`config.mk`:
```
export PLATFORM = sky130hd
export DESIGN_NAME = wb_cmd_master
export DESIGN_NICKNAME = d
export VERILOG_FILES = /design/src/rtl/tb_wb_pkg.sv /design/src/rtl/wb_cmd_fifo.sv /design/src/rtl/wb_cmd_master.sv
export SDC_FILE = /design/constraint.sdc
export NUM_CORES = 1
export LEC_CHECK = 0
export ABC_AREA = 1
export ABC_CLOCK_PERIOD_IN_PS = 11300
export BUFFER_PORTS_ARGS = -buffer_cell sky130_fd_sc_hd__buf_2
export CAP_MARGIN = 30
export CORE_MARGIN = 2
export CORE_UTILIZATION = 35
export DETAILED_ROUTE_END_ITERATION = 10
export SETUP_SLACK_MARGIN = 0.5
export SKIP_CTS_REPAIR_TIMING = 1
export SKIP_LAST_GASP = 1
export SYNTH_ARGS = -nofsm -noshare
export SYNTH_HDL_FRONTEND = slang
export SYNTH_SLANG_ARGS = --single-unit
```
`constraint.sdc`:
```
create_clock -name clksys -period 11.3 [get_ports clksys]
set_input_delay 1.13 -clock clksys [delete_from_list [all_inputs] [get_ports clksys]]
set_output_delay 1.13 -clock clksys [all_outputs]
set_load 0.01 [all_outputs]
```
`src/rtl/tb_wb_pkg.sv`:
```
// Shared Wishbone command-master types: bus widths, response status codes and the queued command record.
package tb_wb_pkg;

    localparam int WB_ADR_W = 30;
    localparam int WB_DAT_W = 32;
    localparam int WB_SEL_W = 4;

    typedef enum logic [1:0] {
        WB_OK      = 2'd0,
        WB_ERR     = 2'd1,
        WB_TIMEOUT = 2'd2
    } wb_status_e;

    typedef struct packed {
        logic                we;
        logic [WB_ADR_W-1:0] adr;
        logic [WB_DAT_W-1:0] dat;
        logic [WB_SEL_W-1:0] sel;
    } wb_cmd_t;

endpackage

```
`src/rtl/wb_cmd_fifo.sv`:
```
// Synchronous command FIFO of wb_cmd_t; head entry is visible combinationally while not empty.
module wb_cmd_fifo
    import tb_wb_pkg::*;
#(
    parameter int DEPTH = 4
) (
    input  logic    clksys,
    input  logic    reset_n,
    input  logic    push,
    input  wb_cmd_t push_data,
    input  logic    pop,
    output wb_cmd_t head,
    output logic    full,
    output logic    empty
);

    localparam int PTR_W = $clog2(DEPTH);
    localparam logic [PTR_W:0] FULL_CNT = DEPTH[PTR_W:0];

    wb_cmd_t          mem [DEPTH];
    logic [PTR_W-1:0] wr_ptr;
    logic [PTR_W-1:0] rd_ptr;
    logic [PTR_W:0]   count;

    always_ff @(posedge clksys or negedge reset_n) begin
        if (!reset_n) begin
            wr_ptr <= '0;
            rd_ptr <= '0;
            count  <= '0;
        end else begin
            if (push) wr_ptr <= wr_ptr + 1'b1;
            if (pop)  rd_ptr <= rd_ptr + 1'b1;
            case ({push, pop})
                2'b10:   count <= count + 1'b1;
                2'b01:   count <= count - 1'b1;
                default: ;
            endcase
        end
    end

    // Storage needs no reset: nothing is read before it has been written.
    always_ff @(posedge clksys) begin
        if (push) mem[wr_ptr] <= push_data;
    end

    assign head  = mem[rd_ptr];
    assign full  = (count == FULL_CNT);
    assign empty = (count == '0);

endmodule

```
`src/rtl/wb_cmd_master.sv`:
```
// Wishbone classic single-cycle master fed by a command FIFO, returning one response per command.
// Optional bus timeout is built when WB_TIMEOUT_EN is defined.
module wb_cmd_master
    import tb_wb_pkg::*;
#(
    parameter int CMD_DEPTH      = 4,
    parameter int TIMEOUT_CYCLES = 1024
) (
    input  logic                clksys,
    input  logic                reset_n,
    input  logic                cmd_valid,
    output logic                cmd_ready,
    input  logic                cmd_we,
    input  logic [WB_ADR_W-1:0] cmd_adr,
    input  logic [WB_DAT_W-1:0] cmd_dat,
    input  logic [WB_SEL_W-1:0] cmd_sel,
    output logic                rsp_valid,
    input  logic                rsp_ready,
    output logic [WB_DAT_W-1:0] rsp_dat,
    output logic [1:0]          rsp_status,
    output logic                busy,
    output logic [WB_ADR_W-1:0] wishbone_adr,
    output logic [WB_DAT_W-1:0] wishbone_datwr,
    output logic [WB_SEL_W-1:0] wishbone_sel,
    output logic                wishbone_we,
    output logic                wishbone_cyc,
    output logic                wishbone_stb,
    output logic [2:0]          wishbone_cti,
    output logic [1:0]          wishbone_bte,
    input  logic [WB_DAT_W-1:0] wishbone_datrd,
    input  logic                wishbone_ack,
    input  logic                wishbone_err
);

    if (CMD_DEPTH < 2 || (CMD_DEPTH & (CMD_DEPTH - 1)) != 0) begin : g_bad_depth
        $error("CMD_DEPTH must be a power of two and at least 2");
    end
    if (TIMEOUT_CYCLES < 2) begin : g_bad_timeout
        $error("TIMEOUT_CYCLES must be at least 2");
    end

    typedef enum logic [1:0] {
        ST_IDLE = 2'd0,
        ST_BUS  = 2'd1,
        ST_RESP = 2'd2
    } state_e;

    state_e  state;
    wb_cmd_t cmd_in;
    wb_cmd_t head;
    logic    fifo_full;
    logic    fifo_empty;
    logic    push;
    logic    pop;

    assign cmd_in = '{we: cmd_we, adr: cmd_adr, dat: cmd_dat, sel: cmd_sel};

    // A full FIFO still takes a command in the cycle its head is being popped.
    assign pop       = (state == ST_IDLE) && !fifo_empty;
    assign cmd_ready = !fifo_full || pop;
    assign push      = cmd_valid && cmd_ready;
    assign busy      = !fifo_empty || (state != ST_IDLE);

    assign wishbone_cti = 3'b000;
    assign wishbone_bte = 2'b00;

    wb_cmd_fifo #(.DEPTH(CMD_DEPTH)) u_fifo (
        .clksys    (clksys),
        .reset_n   (reset_n),
        .push      (push),
        .push_data (cmd_in),
        .pop       (pop),
        .head      (head),
        .full      (fifo_full),
        .empty     (fifo_empty)
    );

`ifdef WB_TIMEOUT_EN
    localparam int TO_W = $clog2(TIMEOUT_CYCLES);
    localparam logic [TO_W-1:0] TO_LAST = TO_W'(TIMEOUT_CYCLES - 1);
    logic [TO_W-1:0] to_cnt;
`endif

    always_ff @(posedge clksys or negedge reset_n) begin
        if (!reset_n) begin
            state          <= ST_IDLE;
            wishbone_cyc   <= 1'b0;
            wishbone_stb   <= 1'b0;
            wishbone_adr   <= '0;
            wishbone_datwr <= '0;
            wishbone_sel   <= '0;
            wishbone_we    <= 1'b0;
            rsp_valid      <= 1'b0;
            rsp_dat        <= '0;
            rsp_status     <= WB_OK;
`ifdef WB_TIMEOUT_EN
            to_cnt         <= '0;
`endif
        end else begin
            case (state)
                ST_IDLE: begin
                    if (!fifo_empty) begin
                        wishbone_adr   <= head.adr;
                        wishbone_datwr <= head.dat;
                        wishbone_sel   <= head.sel;
                        wishbone_we    <= head.we;
                        wishbone_cyc   <= 1'b1;
                        wishbone_stb   <= 1'b1;
`ifdef WB_TIMEOUT_EN
                        to_cnt         <= '0;
`endif
                        state          <= ST_BUS;
                    end
                end
                ST_BUS: begin
                    // err takes priority over a simultaneous ack
                    if (wishbone_err) begin
                        wishbone_cyc <= 1'b0;
                        wishbone_stb <= 1'b0;
                        rsp_dat      <= '0;
                        rsp_status   <= WB_ERR;
                        rsp_valid    <= 1'b1;
                        state        <= ST_RESP;
                    end else if (wishbone_ack) begin
                        wishbone_cyc <= 1'b0;
                        wishbone_stb <= 1'b0;
                        rsp_dat      <= wishbone_we ? '0 : wishbone_datrd;
                        rsp_status   <= WB_OK;
                        rsp_valid    <= 1'b1;
                        state        <= ST_RESP;
                    end
`ifdef WB_TIMEOUT_EN
                    else if (to_cnt == TO_LAST) begin
                        wishbone_cyc <= 1'b0;
                        wishbone_stb <= 1'b0;
                        rsp_dat      <= '0;
                        rsp_status   <= WB_TIMEOUT;
                        rsp_valid    <= 1'b1;
                        state        <= ST_RESP;
                    end else begin
                        to_cnt <= to_cnt + 1'b1;
                    end
`endif
                end
                ST_RESP: begin
                    if (rsp_ready) begin
                        rsp_valid <= 1'b0;
                        state     <= ST_IDLE;
                    end
                end
                default: state <= ST_IDLE;
            endcase
        end
    end

endmodule

```
==> metrics.yaml, run 1 <==
ios: 216
outcome: "finished clean"
grt_pass1_vias: 8822
p_seq_frac: 0.434
powerDensity_nw_per_um2: 285
synth_async_sr_flop_share: 0.293
setup.worst_path.end_class: "flip-flop"
ys_seq_elements: 379
numCtsBuffers: 41
dp_hpwl_um: 19600
yosysWarningCount: 0
drt_iter0_drc: 571
area_growth_pct: 20.7
postSynthAreaPerCell_um2: 12.4
p_sw_mw: 1.74
design.core.area_um2: 40600
rows: 74
pwr-share-comb: 0.299
cts_tree: "yes"
synthTopCellsByArea: "edfxtp_1 56%, dfrtp_1 19%, nor2_1 9.1%"
synth_edf_count: 268
crit_path_max_fanout: 69
total_power_mw: 4.93
vdd.ir_drop.worst_mv: 0.125
setup_ws_ns: 8.50
nFillCells: 3735
fmax_mhz: 357
h-tree-depth: 2
layout_min_cycle_time_ns: 2.80
cts_num_sinks: 379
nets: 1466
fin_crit_sh: 0.248
clkTransAtPathRegs_ns: 0.06
swShare: 0.353
worst_hold_path_type: "flip-flop to flip-flop"
synthTopCellsByCount: "345 x nor2_1, 268 x edfxtp_1, 135 x o21ai_0, 111 x dfrtp_1, 82 x nand2_1"
ant_nets: 0
start_util: 0.353
clk_path_buf_depth: 3
place_worst_setup_slack_ns: 8.26
hold_violations: 0
worstPathRequired_ns: 11.76
drc: 0
gp_congestion: 0.735
via_per_inst: 4.76
clk_latency_ns: 0.56
yosys.area.top_type_share: 0.562
crit_type: "flip-flop to flip-flop"
clock_skew_ns: 0.0141
slew_violations: 0
yosysMostFrequentCell: "nor2_1"
pwr-share-clk: 0.266
grt_pass1_wl_um: 50400
die_area_um2: 42500
die_w_um: 206
grt_setup_unrepaired: "false"
ys.flop_type: "edfxtp_1"
tightest_slew_ns: 0.964
antenna_found_initial: 10
grt_overflow: 0
grtUsageTotal: 0.157
io_buffers: 209
routed_wl_um: 33400
drv_cap: 0
internal_power_mw: 3.19
drt-wirelength-per-cell_um: 17.4
die_h_um: 206
worst_ep_arrival_time_ns: 3.26
synth_area_um2: 14300
drive_above_1_share: 0.215
tns_ns: 0
start_kind: "flip-flop"
finalSetupViolations: 0
vias: 9147
cts_root_buf: "clkbuf_16"
dr.pass1.iters: 7
p_leak_nw: 6.70
yosys.area.top_type: "edfxtp_1"
synth_seq_area_share: 0.757
yosys.cell_types.count: 23
synth_cells: 1157
grt_max_degree: 87
slew_headroom: 0.357
through the flow:
stage	area, um2	util	instances	hold WS (ns)
finish	17300	0.426	1922	0.474
global route	17300	0.426	1922	0.492
CTS	17300	0.426	1921	0.477
detailed placement	15900	0.393	1845	0.463
global placement	15800	0.390	1840	0.457
floorplan	14300	-	1162	0.471
cell usage in the layout, fill, tap and decap left out, types with 5 or more instances in the layout:
cell type | netlist | final
nor2_1 | 345 | 340
edfxtp_1 | 268 | 268
buf_2 | 31 | 208
o21ai_0 | 135 | 135
dfrtp_1 | 111 | 109
nand2_1 | 82 | 82
a31oi_1 | 67 | 67
clkbuf_16 | 0 | 45
nand3_1 | 41 | 41
inv_1 | 16 | 15
clkbuf_1 | 25 | 12
buf_4 | 13 | 11
conb_1 | 1 | 6
clkinv_2 | 0 | 5
power by group through the flow:
stage	sequential [mW]	clock [mW]	combinational [mW]
floorplan	2.16	0	0.951
CTS	2.15	1.35	1.52
global route	2.18	1.40	1.69
detailed placement	2.17	0	1.52
global placement	2.16	0	1.46
finish	2.14	1.31	1.48
critical path, cell delays in order, from the launching register on:
cell	delay (ns)
dfrtp_4	1.06
clkinv_2	0.59
buf_4	0.51
nor2_1	0.16
o21ai_0	0.11
a31oi_1	0.22
area by class of cell:
cell class,count,area [um2],share of cell area
diodes,1,2.50,0.000145
clock buffers,61,1230,0.0710
clock inverters,15,115,0.00666
inverters,19,75.1,0.00435
multi-input cells,690,3110,0.180
flip-flops and latches,379,10800,0.627
well taps,532,666,0.0385
repair buffers,225,1240,0.0721
cell families (layout without fill, tap and decap cells):
logic type | after synthesis | in the layout | synth area share
simple gates | 471 | 471 | 0.128
fa+ha+maj | 5 | 5 | 0.00490
compound gates | 205 | 205 | 0.0780
xor+xnor | 3 | 3 | 0.00184
other cells | 1 | 7 | 0.000262
buf+inv | 93 | 320 | 0.0305
flops | 379 | 379 | 0.757
registers in the layout, indices dropped and copies added (netlist names), 2 cells and up:
register and cells:
rsp_dat 32, state 2, u_fifo.count 3, u_fifo.mem 268, u_fifo.rd_ptr 2, u_fifo.wr_ptr 2, wishbone_adr 30, wishbone_datwr 32
wishbone_sel 4
metal layers:
| layer | global-route usage | routed length, um | part of all wire | vias up |
|---|---|---|---|---|
| li1 | - | - | - | 4410 |
| met1 | 0.201 | 14600 | 0.44 | 4407 |
| met2 | 0.248 | 15400 | 0.46 | 240 |
| met3 | 0.0497 | 2370 | 0.071 | 72 |
| met4 | 0.0597 | 906 | 0.027 | 18 |
| met5 | 0 | 122 | 0.0037 | - |
path summary, 6_finish.rpt:
| path | startpoint | endpoint | slack [ns] | cells after the start |
|---|---|---|---|---|
| worst max-delay path | u_fifo.rd_ptr[1] | wishbone_adr[4] | 8.50 | 5 |
| worst min-delay path | rsp_dat[24] | rsp_dat[24] | 0.47 | 2 |
| worst max register to register | u_fifo.rd_ptr[1] | wishbone_adr[4] | 8.50 | 5 |
| worst min register to register | rsp_dat[24] | rsp_dat[24] | 0.47 | 2 |
| max in group asynchronous | reset_n | u_fifo.rd_ptr[1] | 9.55 | 2 |
| min in group asynchronous | reset_n | rsp_dat[9] | 0.61 | 1 |
Power figures use the tool's default switching activity.
==> inputs of run 2 (changes only) <==
--- a/config.mk
+++ b/config.mk
@@ -6,7 +6,7 @@
 export NUM_CORES = 1
 export LEC_CHECK = 0
 export ABC_AREA = 1
-export ABC_CLOCK_PERIOD_IN_PS = 11300
+export ABC_CLOCK_PERIOD_IN_PS = 2300
 export BUFFER_PORTS_ARGS = -buffer_cell sky130_fd_sc_hd__buf_2
 export CAP_MARGIN = 30
 export CORE_MARGIN = 2
==> constraint.sdc (replaced) <==
create_clock -name clksys -period 2.3 [get_ports clksys]
set_input_delay 0.23 -clock clksys [delete_from_list [all_inputs] [get_ports clksys]]
set_output_delay 0.23 -clock clksys [all_outputs]
set_load 0.01 [all_outputs]
==> metrics.yaml, run 2 (synthesized netlist as in run 1, its figures left out) <==
outcome: "finished with violations"  # was finished clean
failed_checks: "hold timing"
crit_path_max_fanout: 5  # was 69
pwr-share-comb: 0.328  # was 0.299
tns_ns: 0  # unchanged
nets: 1574  # was 1,466
tightest_slew_ns: 0.717  # was 0.964 ns
cts_tree: "yes"  # unchanged
layout_common_cells: "340 x nor2_1, 268 x edfxtp_1, 208 x buf_2"  # unchanged
via_per_inst: 4.65  # was 4.76
grt_pass1_vias: 8892  # was 8,822
area_growth_pct: 29.0  # was 20.7%
die_h_um: 206  # unchanged
antenna_cells: 0  # was 1
final_common_cell: "nor2_1"  # unchanged
drt-wirelength-per-cell_um: 16.7  # was 17.4 um
reg_top3: "u_fifo.mem x268, rsp_dat x32, wishbone_datwr x32"  # unchanged
crit_type: "flip-flop to output port"  # was flip-flop to flip-flop
internal_power_mw: 16.0  # was 3.19 mW
vias: 9427  # was 9,147
hold_violations: 1  # was 0
grtUsageTotal: 0.154  # was 0.157
clock_skew_ns: 0.0149  # was 0.0141 ns
clk_latency_ns: 0.53  # was 0.56 ns
ff_latch_area_um2: 10800  # unchanged
pwr-share-clk: 0.258  # was 0.266
setup_ws_ns: 0.592  # was 8.50 ns
multiInputGateArea_um2: 3150  # was 3110 um2
dr.pass1.iters: 5  # was 7
drt_iter0_drc: 578  # was 571
powerDensity_nw_per_um2: 1330  # was 285 nW/um2
total_power_mw: 24.6  # was 4.93 mW
rows: 74  # unchanged
slew_headroom: 0.522  # was 0.357
cts_num_sinks: 379  # unchanged
cts_root_buf: "clkbuf_16"  # unchanged
ios: 216  # unchanged
grt_overflow: 0  # unchanged
worst_ep_arrival_time_ns: 1.48  # was 3.26 ns
drive_above_1_share: 0.208  # was 0.215
die_w_um: 206  # unchanged
slew_violations: 0  # unchanged
fin_crit_sh: 0.743
ant_nets: 0  # unchanged
drc: 0  # unchanged
p_sw_mw: 8.60  # was 1.74 mW
place_worst_setup_slack_ns: 0.558  # was 8.26 ns
p_seq_frac: 0.413  # was 0.434
finalSetupViolations: 0  # unchanged
worst_hold_path_type: "input pin to flip-flop"  # was flip-flop to flip-flop
p_leak_nw: 7.19  # was 6.70 nW
worstPathRequired_ns: 2.07  # was 11.76 ns
vdd.ir_drop.worst_mv: 0.779  # was 0.125 mV
die_area_um2: 42500  # unchanged
gp_congestion: 0.748  # was 0.735
h-tree-depth: 2  # unchanged
fmax_mhz: 585
final_area_um2: 18500  # was 17,300 um2
largest_reg_flops: 268  # unchanged
grt_max_degree: 136  # was 87
clk_path_buf_depth: 3  # unchanged
swShare: 0.350  # was 0.353
grt_setup_unrepaired: "false"  # unchanged
nFillCells: 3614  # was 3,735
start_kind: "flip-flop"  # unchanged
routed_wl_um: 33800  # was 33,400 um
antenna_found_initial: 1  # was 10
layout_min_cycle_time_ns: 1.71
grt_pass1_wl_um: 50000  # was 50,400 um
io_buffers: 209  # unchanged
start_util: 0.353  # unchanged
numCtsBuffers: 39  # was 41
drv_cap: 0  # unchanged
placed_cell_area_um2: 16100  # was 15,900 um2
dp_hpwl_um: 19600  # about the same
clkTransAtPathRegs_ns: 0.06  # about the same
design.core.area_um2: 40600  # unchanged
top_register: "u_fifo.mem"  # unchanged
setup.worst_path.end_class: "output port"  # was flip-flop
whs_ns: -0.00757  # was 0.474 ns
==> run 2: cell count changes in the layout (fill, tap and decap cells not counted), sizes merged <==
cell	previous run	this run
buf	225	234
bufinv	1	3
clkbuf	61	56
clkinv	9	10
clkinvlp	4	2
diode	1	0
dlygate4sd3	0	101
==> run 2: area by class of cell <==
| type | instances | area share |
|---|---|---|
| Tap cell | 532 | 0.0361 |
| Timing Repair Buffer | 335 | 0.131 |
| Clock buffer | 56 | 0.0613 |
| Inverter | 19 | 0.00400 |
| Clock inverter | 16 | 0.00922 |
| Sequential cell | 379 | 0.587 |
| Multi-Input combinational cell | 690 | 0.171 |
==> run 2: path summary, 6_finish.rpt <==
kind	startpoint	end	slack, ns	cells after the start
max	u_fifo.count[0]	cmd_ready	0.59	3
min	wishbone_datrd[5]	rsp_dat[5]	-0.008	3
max reg2reg	state[0]	u_fifo.mem[1][0]	0.61	6
min reg2reg	rsp_status[0]	rsp_status[0]	0.47	2
max in group asynchronous	reset_n	wishbone_datwr[31]	1.27	3
min in group asynchronous	reset_n	rsp_dat[10]	0.28	2
==> run 2: through the flow <==
step,std cells,utilization
3_5_place_dp,1851,0.397
3_3_place_gp,1851,0.397
5_1_grt,2027,0.455
6_report,2027,0.455
4_1_cts,1923,0.429
2_1_floorplan,1162,-
==> run 2: worst max-delay path, cell delays in order, from the launching register on <==
cell and delay [ns]:
dfrtp_1 0.43, nor2_4 0.21, nand3_4 0.13, buf_2 0.18
==> run 2: power by group through the flow <==
stage	Combinational [mW]	Clock, mW	Sequential [mW]
floorplan	4.76	0	10.5
global placement	7.97	0	10.3
detailed placement	8.05	0	10.3
CTS	8.08	6.51	10.2
global route	9.11	6.81	10.3
finish	8.08	6.35	10.2
==> run 2: routing by layer <==
metal,wire [um],GRT usage
met1,15000,0.195
met2,16100,0.257
met3,2080,0.0402
met4,612,0.0497
met5,13,0
==> inputs of run 3 (changes only) <==
--- a/config.mk
+++ b/config.mk
@@ -5,8 +5,8 @@
 export SDC_FILE = /design/constraint.sdc
 export NUM_CORES = 1
 export LEC_CHECK = 0
-export ABC_AREA = 1
-export ABC_CLOCK_PERIOD_IN_PS = 2300
+export ABC_AREA = 0
+export ABC_CLOCK_PERIOD_IN_PS = 1700
 export BUFFER_PORTS_ARGS = -buffer_cell sky130_fd_sc_hd__buf_2
 export CAP_MARGIN = 30
 export CORE_MARGIN = 2
==> constraint.sdc (replaced) <==
create_clock -name clksys -period 1.7 [get_ports clksys]
set_input_delay 0.17 -clock clksys [delete_from_list [all_inputs] [get_ports clksys]]
set_output_delay 0.17 -clock clksys [all_outputs]
set_load 0.01 [all_outputs]
==> metrics.yaml, run 3 <==
outcome: "finished with violations"  # unchanged
failed_checks: "setup timing"  # was hold timing
drc: 0  # unchanged
setup.worst_path.end_class: "flip-flop"  # was output port
clkTransAtPathRegs_ns: 0.06  # about the same
die_h_um: 207  # was 206 um
routed_wl_um: 33800  # about the same
die_area_um2: 43000  # was 42,500 um2
ios: 216  # unchanged
postSynthAreaPerCell_um2: 20.3  # was 12.4 um2
worst_hold_path_type: "input pin to asynchronous set/reset pin"  # was input pin to flip-flop
synth_seq_area_share: 0.748  # was 0.757
r2r_start: "u_fifo.count[1]"  # was state[0]
cp-startpoint: "u_fifo.count[1]"  # was u_fifo.count[0]
synthTopCellsByArea: "edfxtp_1 56%, dfrtp_1 19%, mux4_2 10%"  # was edfxtp_1 56%, dfrtp_1 19%, nor2_1 9.1%
fin_crit_sh: 1.12
clk_path_buf_depth: 3  # unchanged
yosys.area.top_type: "edfxtp_1"  # unchanged
pwr-share-clk: 0.227  # was 0.258
p_seq_frac: 0.365  # was 0.413
worst_ep_arrival_time_ns: 2.33  # was 1.48 ns
largest_reg_flops: 268  # unchanged
place_worst_setup_slack_ns: -0.181  # was 0.558 ns
layoutNonFillerInstCount: 1745  # was 2,027
nets: 1288  # was 1,574
dr.pass1.iters: 5  # unchanged
pwr-share-comb: 0.408  # was 0.328
powerDensity_nw_per_um2: 1820  # was 1330 nW/um2
io_buffers: 209  # unchanged
start_kind: "flip-flop"  # unchanged
clock_skew_ns: 0.0165  # was 0.0149 ns
synthTopCellsByCount: "268 x edfxtp_1, 111 x dfrtp_1, 67 x mux4_2, 50 x mux2_2, 38 x inv_1"  # was 345 x nor2_1, 268 x edfxtp_1, 135 x o21ai_0, 111 x dfrtp_1, 82 x nand2_1
vdd.ir_drop.worst_mv: 0.997  # was 0.779 mV
antenna_found_initial: 1  # unchanged
die_w_um: 207  # was 206 um
slew_violations: 0  # unchanged
cts_num_sinks: 379  # unchanged
synth_edf_count: 268  # unchanged
crit_type: "flip-flop to flip-flop"  # was flip-flop to output port
ant_nets: 0  # unchanged
p_leak_nw: 8.18  # was 7.19 nW
area_growth_pct: 43.1  # was 29.0%
grt_pass1_wl_um: 46000  # was 50,000 um
layout_common_cells: "268 x edfxtp_1, 175 x buf_2, 107 x dfrtp_1"  # was 340 x nor2_1, 268 x edfxtp_1, 208 x buf_2
whs_ns: 0.121  # was -0.00757 ns
gp_congestion: 0.742  # was 0.748
drive_above_1_share: 0.477  # was 0.208
reg_top3: "u_fifo.mem x268, rsp_dat x32, wishbone_datwr x32"  # unchanged
drt_iter0_drc: 517  # was 578
h-tree-depth: 2  # unchanged
top_register: "u_fifo.mem"  # unchanged
grt_overflow: 0  # unchanged
grt_max_degree: 39  # was 136
fmax_mhz: 525
p_sw_mw: 11.0  # was 8.60 mW
synth_area_um2: 14500  # was 14,300 um2
drt-wirelength-per-cell_um: 19.4  # was 16.7 um
start_util: 0.355  # was 0.353
vias: 8085  # was 9,427
finalSetupViolations: 327  # was 0
synth_cells: 714  # was 1,157
grt_setup_unrepaired: "true"  # was false
post-place-cells: 1466  # was 1,851
ys.flop_type: "edfxtp_1"  # unchanged
drv_cap: 0  # unchanged
yosysWarningCount: 0  # unchanged
swShare: 0.292  # was 0.350
utilization: 0.507  # was 0.455
dp_hpwl_um: 19200  # was 19,600 um
hold_violations: 0  # was 1
cts_tree: "yes"  # unchanged
rows: 74  # unchanged
crit_path_max_fanout: 4  # was 5
ys_seq_elements: 379  # unchanged
design.core.area_um2: 40800  # was 40,600 um2
nFillCells: 3334  # was 3,614
total_power_mw: 37.8  # was 24.6 mW
worstPathRequired_ns: 2.12  # was 2.07 ns
cts_root_buf: "clkbuf_16"  # unchanged
layout_min_cycle_time_ns: 1.91
via_per_inst: 4.63  # was 4.65
yosys.cell_types.count: 43  # was 23
synth_async_sr_flop_share: 0.293  # unchanged
final_common_cell: "edfxtp_1"  # was nor2_1
clk_latency_ns: 0.56  # was 0.53 ns
grt_pass1_vias: 7661  # was 8,892
numCtsBuffers: 42  # was 39
yosys.area.top_type_share: 0.556  # was 0.562
yosysMostFrequentCell: "edfxtp_1"  # was nor2_1
setup_ws_ns: -0.206  # was 0.592 ns
grtUsageTotal: 0.140  # was 0.154
internal_power_mw: 26.7  # was 16.0 mW
==> run 3: changes by cell type after synthesis, sizes merged, moves of 19 or more <==
| cell | before | now |
|---|---|---|
| mux2i | 0 | 32 |
| nor2 | 346 | 5 |
| a31oi | 67 | 1 |
| nand2 | 82 | 36 |
| inv | 19 | 38 |
| o21ai | 135 | 7 |
| mux2 | 0 | 68 |
| mux4 | 0 | 67 |
| nand3 | 41 | 2 |
==> run 3: cell families (layout without fill, tap and decap cells) <==
group                      Yosys count  after routing  synth area share
and+or+nand+nor                     59             60            0.0208
other                                1              7          0.000259
adders and majority gates            5              5           0.00484
buffers and inverters               80            572            0.0306
muxes                              167            167             0.184
AOI/OAI and AO/OA                   19             19           0.00959
xor gates and xnor gates             4              4           0.00242
DFF                                379            379             0.748
==> run 3: layout make-up <==
type	count	area (um2)	area share
Timing Repair Buffer	456	4210	0.203
Clock buffer	58	1150	0.0556
Clock inverter	20	163	0.00785
Tap cell	532	666	0.0321
Inverter	38	143	0.00689
Multi-Input combinational cell	261	3540	0.171
Antenna cell	1	2.50	0.000121
Sequential cell	379	10800	0.523
==> run 3: final timing paths <==
| check | to | slack, ns | depth (start not counted) |
|---|---|---|---|
| setup / recovery | u_fifo.count[2] | -0.21 | 6 |
| hold / removal | wishbone_datwr[5] | 0.12 | 2 |
| setup reg to reg | u_fifo.count[2] | -0.21 | 6 |
| hold reg to reg | wishbone_adr[11] | 0.52 | 1 |
| max in group asynchronous | wishbone_adr[17] | 1.02 | 3 |
| min in group clksys | u_fifo.count[1] | 0.22 | 4 |
==> run 3: metal layers <==
layer,up-vias,global-route usage,wire (um)
li1,3679,-,-
met1,4128,0.182,14700
met2,227,0.223,16500
met3,51,0.0428,1910
met4,0,0.0485,729
met5,-,0,0
==> run 3: through the flow <==
| step | cell area, um2 | setup TNS [ns] |
|---|---|---|
| final | 20700 | -14.23 |
| after global routing | 20700 | -42.61 |
| after CTS | 18200 | -16.02 |
| after detailed placement | 16900 | -11.80 |
| after global placement | 16900 | -9.04 |
| after floorplan | 14800 | -84.98 |
==> run 3: power groups by stage <==
stage	clock network [mW]	logic [mW]	registers [mW]
6_report	8.59	15.4	13.8
4_1_cts	8.89	12.3	13.7
3_5_place_dp	0	12.3	13.9
2_1_floorplan	0	7.96	14.1
5_1_grt	9.23	16.5	14.0
3_3_place_gp	0	12.1	13.8
==> run 3: worst max-delay path: stages (launching register included) <==
cell and delay [ns]:
dfrtp_2 0.40, or3_4 0.39, nand2_2 0.07, fa_2 0.21, or4b_4 0.46, o211ai_1 0.10
o221ai_1 0.13
